==> config.mk <==
export PLATFORM = sky130hd
export DESIGN_NAME = p_layer_inv
export DESIGN_NICKNAME = d
export VERILOG_FILES = /design/src/rtl/p_layer_inv_pkg.sv /design/src/rtl/p_layer_inv_lane.sv /design/src/rtl/p_layer_inv.sv
export SDC_FILE = /design/constraint.sdc
export NUM_CORES = 1
export LEC_CHECK = 0
export ABC_AREA = 1
export CORE_MARGIN = 2
export CORE_UTILIZATION = 50
export DETAILED_ROUTE_END_ITERATION = 10
export DONT_BUFFER_PORTS = 1
export SYNTH_ARGS = -nofsm -noshare
export SYNTH_HDL_FRONTEND = slang
export SYNTH_SLANG_ARGS = --single-unit
==> constraint.sdc <==
create_clock -name clk -period 38.1 [get_ports clk]
set_input_delay 3.81 -clock clk [delete_from_list [all_inputs] [get_ports clk]]
set_output_delay 3.81 -clock clk [all_outputs]
set_load 0.005 [all_outputs]
==> src/rtl/p_layer_inv_pkg.sv <==
// ============================================================================
// Module      : p_layer_inv_pkg
// Description : Shared constants and FSM encodings for the inverse pLayer.
// Revision    : 1.0  initial release
// ============================================================================
`default_nettype none

package p_layer_inv_pkg;

    localparam int c_STATE_W = 264;
    localparam int c_NIB_CNT = c_STATE_W / 4;

    localparam logic [1:0] c_ST_IDLE = 2'd0;
    localparam logic [1:0] c_ST_BUSY = 2'd1;
    localparam logic [1:0] c_ST_DONE = 2'd2;

endpackage

`default_nettype wire

==> src/rtl/p_layer_inv_lane.sv <==
// ============================================================================
// Module      : p_layer_inv_lane
// Description : W-bit parallel-load, right-shift lane; LSB feeds one nibble bit.
// Revision    : 1.0  initial release
// ============================================================================
`default_nettype none

module p_layer_inv_lane #(
    parameter int W = 66
) (
    input  logic         clk,
    input  logic         rst,
    input  logic         i_load,
    input  logic         i_shift,
    input  logic [W-1:0] i_din,
    output logic         o_lsb
);

    logic [W-1:0] r_sh;

    always_ff @(posedge clk or posedge rst) begin
        if (rst) begin
            r_sh <= '0;
        end else if (i_load) begin
            r_sh <= i_din;
        end else if (i_shift) begin
            r_sh <= {1'b0, r_sh[W-1:1]};
        end
    end

    assign o_lsb = r_sh[0];

endmodule

`default_nettype wire

==> src/rtl/p_layer_inv.sv <==
// ============================================================================
// Module      : p_layer_inv
// Description : Serial inverse Spongent pLayer, one output nibble per cycle.
// Revision    : 1.0  initial release
// ============================================================================
`default_nettype none

module p_layer_inv
    import p_layer_inv_pkg::*;
#(
    parameter int B = c_STATE_W
) (
    input  logic         clk,
    input  logic         rst,
    input  logic         en,
    input  logic [B-1:0] state_in,
    output logic [B-1:0] state_out,
    output logic         out_rdy
);

    localparam int D  = B / 4;
    localparam int CW = (D > 1) ? $clog2(D) : 1;

    logic [1:0]    r_state;
    logic [CW-1:0] r_cnt;
    logic [B-1:0]  r_out;
    logic          r_rdy;
    logic [3:0]    w_nib;
    logic          w_load;
    logic          w_shift;

    assign w_load  = (r_state == c_ST_IDLE) && en;
    assign w_shift = (r_state == c_ST_BUSY) && en;

    // Lane k holds input bits k*D .. k*D+D-1; its LSB is bit k of the current nibble.
    for (genvar k = 0; k < 4; k++) begin : g_lane
        p_layer_inv_lane #(
            .W (D)
        ) u_lane (
            .clk     (clk),
            .rst     (rst),
            .i_load  (w_load),
            .i_shift (w_shift),
            .i_din   (state_in[k*D +: D]),
            .o_lsb   (w_nib[k])
        );
    end

    always_ff @(posedge clk or posedge rst) begin
        if (rst) begin
            r_state <= c_ST_IDLE;
            r_cnt   <= '0;
            r_out   <= '0;
            r_rdy   <= 1'b0;
        end else begin
            case (r_state)
                c_ST_IDLE: begin
                    if (en) begin
                        r_cnt   <= '0;
                        r_state <= c_ST_BUSY;
                    end
                end
                c_ST_BUSY: begin
                    if (en) begin
                        // Nibbles enter at the top, so after D shifts nibble c lands at 4c.
                        r_out <= {w_nib, r_out[B-1:4]};
                        r_cnt <= r_cnt + CW'(1);
                        if (r_cnt == CW'(D - 1)) begin
                            r_state <= c_ST_DONE;
                            r_rdy   <= 1'b1;
                        end
                    end
                end
                c_ST_DONE: begin
                    if (!en) begin
                        r_state <= c_ST_IDLE;
                        r_rdy   <= 1'b0;
                    end
                end
                default: begin
                    r_state <= c_ST_IDLE;
                    r_rdy   <= 1'b0;
                end
            endcase
        end
    end

    assign state_out = r_out;
    assign out_rdy   = r_rdy;

endmodule

`default_nettype wire

Word level (Yosys, flattened, before mapping)
Index checks and enable logic that the tools add are counted.
W data, S select, Z words.
{"block": "totals", "ff_bits": 538, "latchBits": 0, "ramBits": 0, "romBits": 0, "in_bits": 267, "out_inout_bits": 265, "wordCells": 46, "memories": 0}
{"block": "op_classes", "n_addsub": 1, "multipliers": 0, "div": 0, "order_cmp": 0, "eq_ne": 7, "shift": 0, "n_mux": 20, "n_bitwise": 1, "n_reduce_logical": 9}
{"cell": "$mux W66", "n": 8}
{"cell": "$mux W7", "n": 2}
{"cell": "$pmux W7 S2", "n": 1}
{"cell": "$mux W2", "n": 4}
{"cell": "$reduce_and A4 Y1", "n": 2}
{"cell": "$add A7 B1 Y7 const B", "n": 1}
{"cell": "$eq A7 B7 Y1 const B", "n": 1}
{"cell": "$ne A2 B2 Y1 const B", "n": 3}
{"cell": "$pmux W2 S3", "n": 1}
{"cell": "$reduce_bool A2 Y1", "n": 2}
{"cell": "$mux W1", "n": 3}
{"cell": "$pmux W1 S3", "n": 1}
{"cell": "$reduce_and A3 Y1", "n": 1}
{"cell": "$eq A2 B1 Y1 const B", "n": 1}
{"cell": "$eq A2 B2 Y1 const B", "n": 1}
{"cell": "$logic_and A1 B1 Y1", "n": 2}
{"cell": "$logic_not A2 Y1", "n": 1}
{"cell": "$ne A2 B1 Y1 const B", "n": 1}
{"cell": "$reduce_and A2 Y1", "n": 1}
{"cell": "$not A1 Y1", "n": 1}

Longest topological paths before layout
{"block": "logic_depth", "word_depth": 4, "mapped_depth": 9, "depth_no_buf": 9}

Modules after synthesis
A second synthesis with hierarchy kept.
{"block": "unflattened", "cells_unflattened": 2623, "hier_area_um2": 22601.7}
{"mod": "p_layer_inv_lane", "instances": 4, "cells_each": 360, "area_per_inst_um2": 3027.9, "seq_area_each_um2": 1651.6}
{"mod": "p_layer_inv", "instances": 1, "cells_each": 1183, "area_per_inst_um2": 10490.1, "seq_area_each_um2": 6856.6}

Worst setup path before layout
OpenSTA, ideal clock, no wires.
{"block": "synth_path", "path_kind": "input to register", "startpoint": "in en", "endpoint": "reg g_lane[2].u_lane.r_sh[0]", "setup_time_ns": 0.124, "arrival_ns": 4.559, "t_required_ns": 37.976, "slack_ns": 33.417, "path_stages": 6, "path_buffers": 3, "path_cell_list": "nand3_1 > buf_4 > buf_2 > buf_2 > o211ai_1 > nand2_1"}
{"block": "synth_between", "elab_chain_len": 2, "elab_cells_between_ends": 4, "classes_between": "mux (1); reduce/logical (3)"}
{"item": "from (decl)", "line": "p_layer_inv.sv:15", "source": "input logic en,"}
{"item": "$logic_and A1 B1 Y1 (on tied branches)", "line": "p_layer_inv.sv:32, p_layer_inv.sv:33"}
{"item": "$mux W66 or $reduce_bool A2 Y1 (tied branches)"}
{"item": "to (signal assigned)", "line": "p_layer_inv_lane.sv:25", "source": "r_sh <= i_din;"}
{"item": "to (signal assigned)", "line": "p_layer_inv_lane.sv:27", "source": "r_sh <= {1'b0, r_sh[W-1:1]};"}
{"item": "to (decl)", "line": "p_layer_inv_lane.sv:19", "source": "logic [W-1:0] r_sh;"}
Parallel ways exist; a longest one is shown, timed or not.
A chain may end at the register's enable or synchronous reset.

Worst setup path after layout
{"block": "layout_path", "startpoint": "in en", "endpoint": "reg g_lane[0].u_lane.r_sh[15]"}
{"block": "layout_between", "elab_chain_len": 2, "elab_cells_between_ends": 4, "classes_between": "mux (1); reduce/logical (3)"}
{"item": "$logic_and A1 B1 Y1 (on tied branches)", "line": "p_layer_inv.sv:32, p_layer_inv.sv:33"}
{"item": "$mux W66 or $reduce_bool A2 Y1 (tied branches)"}
{"item": "to (signal assigned)", "line": "p_layer_inv_lane.sv:25"}
{"item": "to (signal assigned)", "line": "p_layer_inv_lane.sv:27"}
{"item": "to (decl)", "line": "p_layer_inv_lane.sv:19"}
Parallel ways exist; a longest one is shown, timed or not.

==> run_results.csv <==
group,metric,value,unit
grt,grt_pass1_vias,16611,
clock_network,cts.sinks,538,
floorplanning,initial_core_util,50.79,%
hold_path,min_path_type,"flip-flop to flip-flop",
logic_synthesis,syn_avg_cell_area,8.233,um^2
timing,relSlewSlack,23.45,%
timing,min_period,6.883,ns
worst_setup_path,cp_slowest_cell,"inv_8",
timing,slew_viol_final,0,
floorplanning,die_x,221.7,um
outcome,violations,"design-rule violations",
clock_network,clkLatencyLatePin,0.60,ns
timing,fin_skew,0.01614,ns
grt,antenna_found_initial,15,
logic_synthesis,async_flop_share,100.0,%
logic_synthesis,ys_warn_count,0,
detailed_routing,wl_per_cell,17.87,um
floorplanning,row_count,79,
worst_setup_path,cp.required,38.63,ns
layout,seq_area,13460,um^2
layout,area_growth,7.715,%
logic_synthesis,synth_seq_cells,538,
logic_synthesis,yosys-top-cells-area,"dfrtp_1 (57%), nand2_1 (25%), o211ai_1 (7.9%)",
logic_synthesis,syn_nets,3147,
worst_setup_path,path_cells,"nand2_8 > nand2_8 > inv_8 > buf_4 > nand2_1 > nand2_1",
logic_synthesis,syn_inst,2878,
clock_network,cts_tree,"yes",
timing,timing.hold.ws,0.4725,ns
worst_setup_path,slowest_delay,0.98,ns
worst_setup_path,crit_type,"input port to flip-flop",
layout,final_nets,3044,
logic_synthesis,synth_most_common_cell,"nand2_1",
floorplanning,pin_count,532,
detailed_routing,ant_nets,0,
placement,gp_congestion,0.8380,
timing,finalSetupViolations,0,
grt,grt_overflow_total,0,
grt,grt_pass1_wl,96.92,mm
layout,multi_input_area,8224,um^2
timing,finalHoldViolations,0,
detailed_routing,drt_first_pass_iters,8,
outcome,status,"complete, but fails checks",
placement,dp.cells,3324,
timing,finalSetupTns,0,ns
flow_run,maxCapViolCount,0,
detailed_routing,vias_per_cell,5.177,
floorplanning,die_area,49140,um^2
placement,io_buffers,0,
placement,dpl.hpwl,40.22,mm
timing,clock.fmax,145.3,MHz
worst_setup_path,cp-end-kind,"flip-flop",
logic_synthesis,synth_edf_count,0,
clock_network,cts_resized,0,
clock_network,cts_hold_buf,0,
logic_synthesis,syn-cell-area,23690,um^2
timing,timing.final.crit_share,18.07,%
power_and_ir_drop,peakVddDrop,0.00003501,V
power_and_ir_drop,p_per_area,48.65,nW/um^2
logic_synthesis,ys_types,25,
worst_setup_path,crit_fanout,171,
layout,drive_above_1_share,4.294,%
logic_synthesis,synth_commonest_cells,"nand2_1 (1,583), dfrtp_1 (538), inv_1 (276)",
timing,worstMarginPinSlew,1.148,ns
worst_setup_path,cp.arrival,7.41,ns
grt,grt_max_degree,263,
clock_network,h-tree-depth,2,
logic_synthesis,yosysTopAreaCellShare,56.82,%
logic_synthesis,yosysTopAreaCell,"dfrtp_1",
detailed_routing,num_vias,17784,
logic_synthesis,synth_ff_type,"dfrtp_1",
detailed_routing,drc_errors,40,
clock_network,cts-root-buf,"clkbuf_16",
clock_network,cts_buffers,56,
timing,rsz0062_at_grt,"no",
floorplanning,die_h,221.7,um
clock_network,path_clk_slew,0.06,ns
grt,grt.total_usage,24.80,%
logic_synthesis,synth_seq_area_share,56.82,%
floorplanning,core_area,46650,um^2
layout,layoutNonFillerInstCount,3435,
clock_network,cts_setup_buffers,0,
clock_network,clockBufferDepth,3,
detailed_routing,drt_first_iter_violations,1561,
power_and_ir_drop,power_leakage,15.10,nW
worst_setup_path,cp-start-kind,"input port",
layout,fillers,4326,
detailed_routing,routed_wl,61.39,mm
[critical path, delay by kind of cell]
kind | cells | cell delay (ns)
buffers and inverters | 2 | 1.93
and+or+nand+nor | 4 | 1.41
[layout make-up]
cell class	count	area share [%]
flip-flops and latches	538	52.75
multi-input cells	1888	32.22
clock buffers	88	6.785
inverters	278	4.177
well taps	607	2.976
clock inverters	13	0.5099
repair buffers	13	0.4804
diodes	10	0.09805
[cells by family after synthesis]
kind of cell    Yosys count  share of synthesized area, %
compound gates          280                         8.866
xor+xnor                  1                       0.03697
fa+ha+maj                 2                        0.1056
buf+inv                 452                         8.560
flops                   538                         56.82
simple gates           1605                         25.61
[stage by stage]
step	setup slack (ns)	area [um^2]	utilization, %	total power [mW]
floorplan	19.25	23690	-	0.6883
global placement	30.66	23640	50.66	0.7023
detailed placement	30.58	23640	50.66	0.7054
CTS	31.21	25500	54.65	1.256
global route	30.85	25520	54.70	1.297
finish	31.22	25520	54.70	1.242
[worst paths after layout]
kind | from | end | slack, ns | cells after the start
max | en | g_lane[0].u_lane.r_sh[15] | 31.22 | 6
min | g_lane[2].u_lane.r_sh[0] | state_out[262] | 0.47 | 2
max reg2reg | r_state[0] | g_lane[0].u_lane.r_sh[15] | 33.77 | 8
min reg2reg | g_lane[2].u_lane.r_sh[0] | state_out[262] | 0.47 | 2
max in group asynchronous | rst | g_lane[2].u_lane.r_sh[52] | 31.98 | 4
min in group asynchronous | rst | state_out[175] | 3.24 | 1
[layer usage]
layer  global-route usage, %  vias to the layer above  share of wire, %
li1                        -                     8683                 -
met1                   30.63                     8463                39
met2                   38.28                      531                46
met3                   11.54                       99                11
met4                   8.806                        8               3.0
met5                       0                        -             0.088
[where the power goes]
group / leakage (nW) / switching, mW / internal, mW
Sequential: 7.49 / 0.0219 / 0.597
Clock: 0.929 / 0.224 / 0.323
Combinational: 6.68 / 0.0523 / 0.0225
[cells in the final DEF (no fill, tap or decap), drive strengths merged]
cell type     n
buf          13
or2           1
o21a          1
o211ai      258
ha            2
diode        10
nand3        10
o21ai        20
nand4         1
o22ai         1
nand2      1585
clkinv       10
bufinv        2
clkbuf       88
nor2          8
inv         279
xnor2         1
dfrtp       538
[flip-flops by register name, summed over array words and instances, names as in the netlist]
register / count
g_lane.u_lane.r_sh: 264
out_rdy: 1
r_cnt: 7
r_state: 2
state_out: 264
Note: power is estimated with default switching activity, not from simulation.
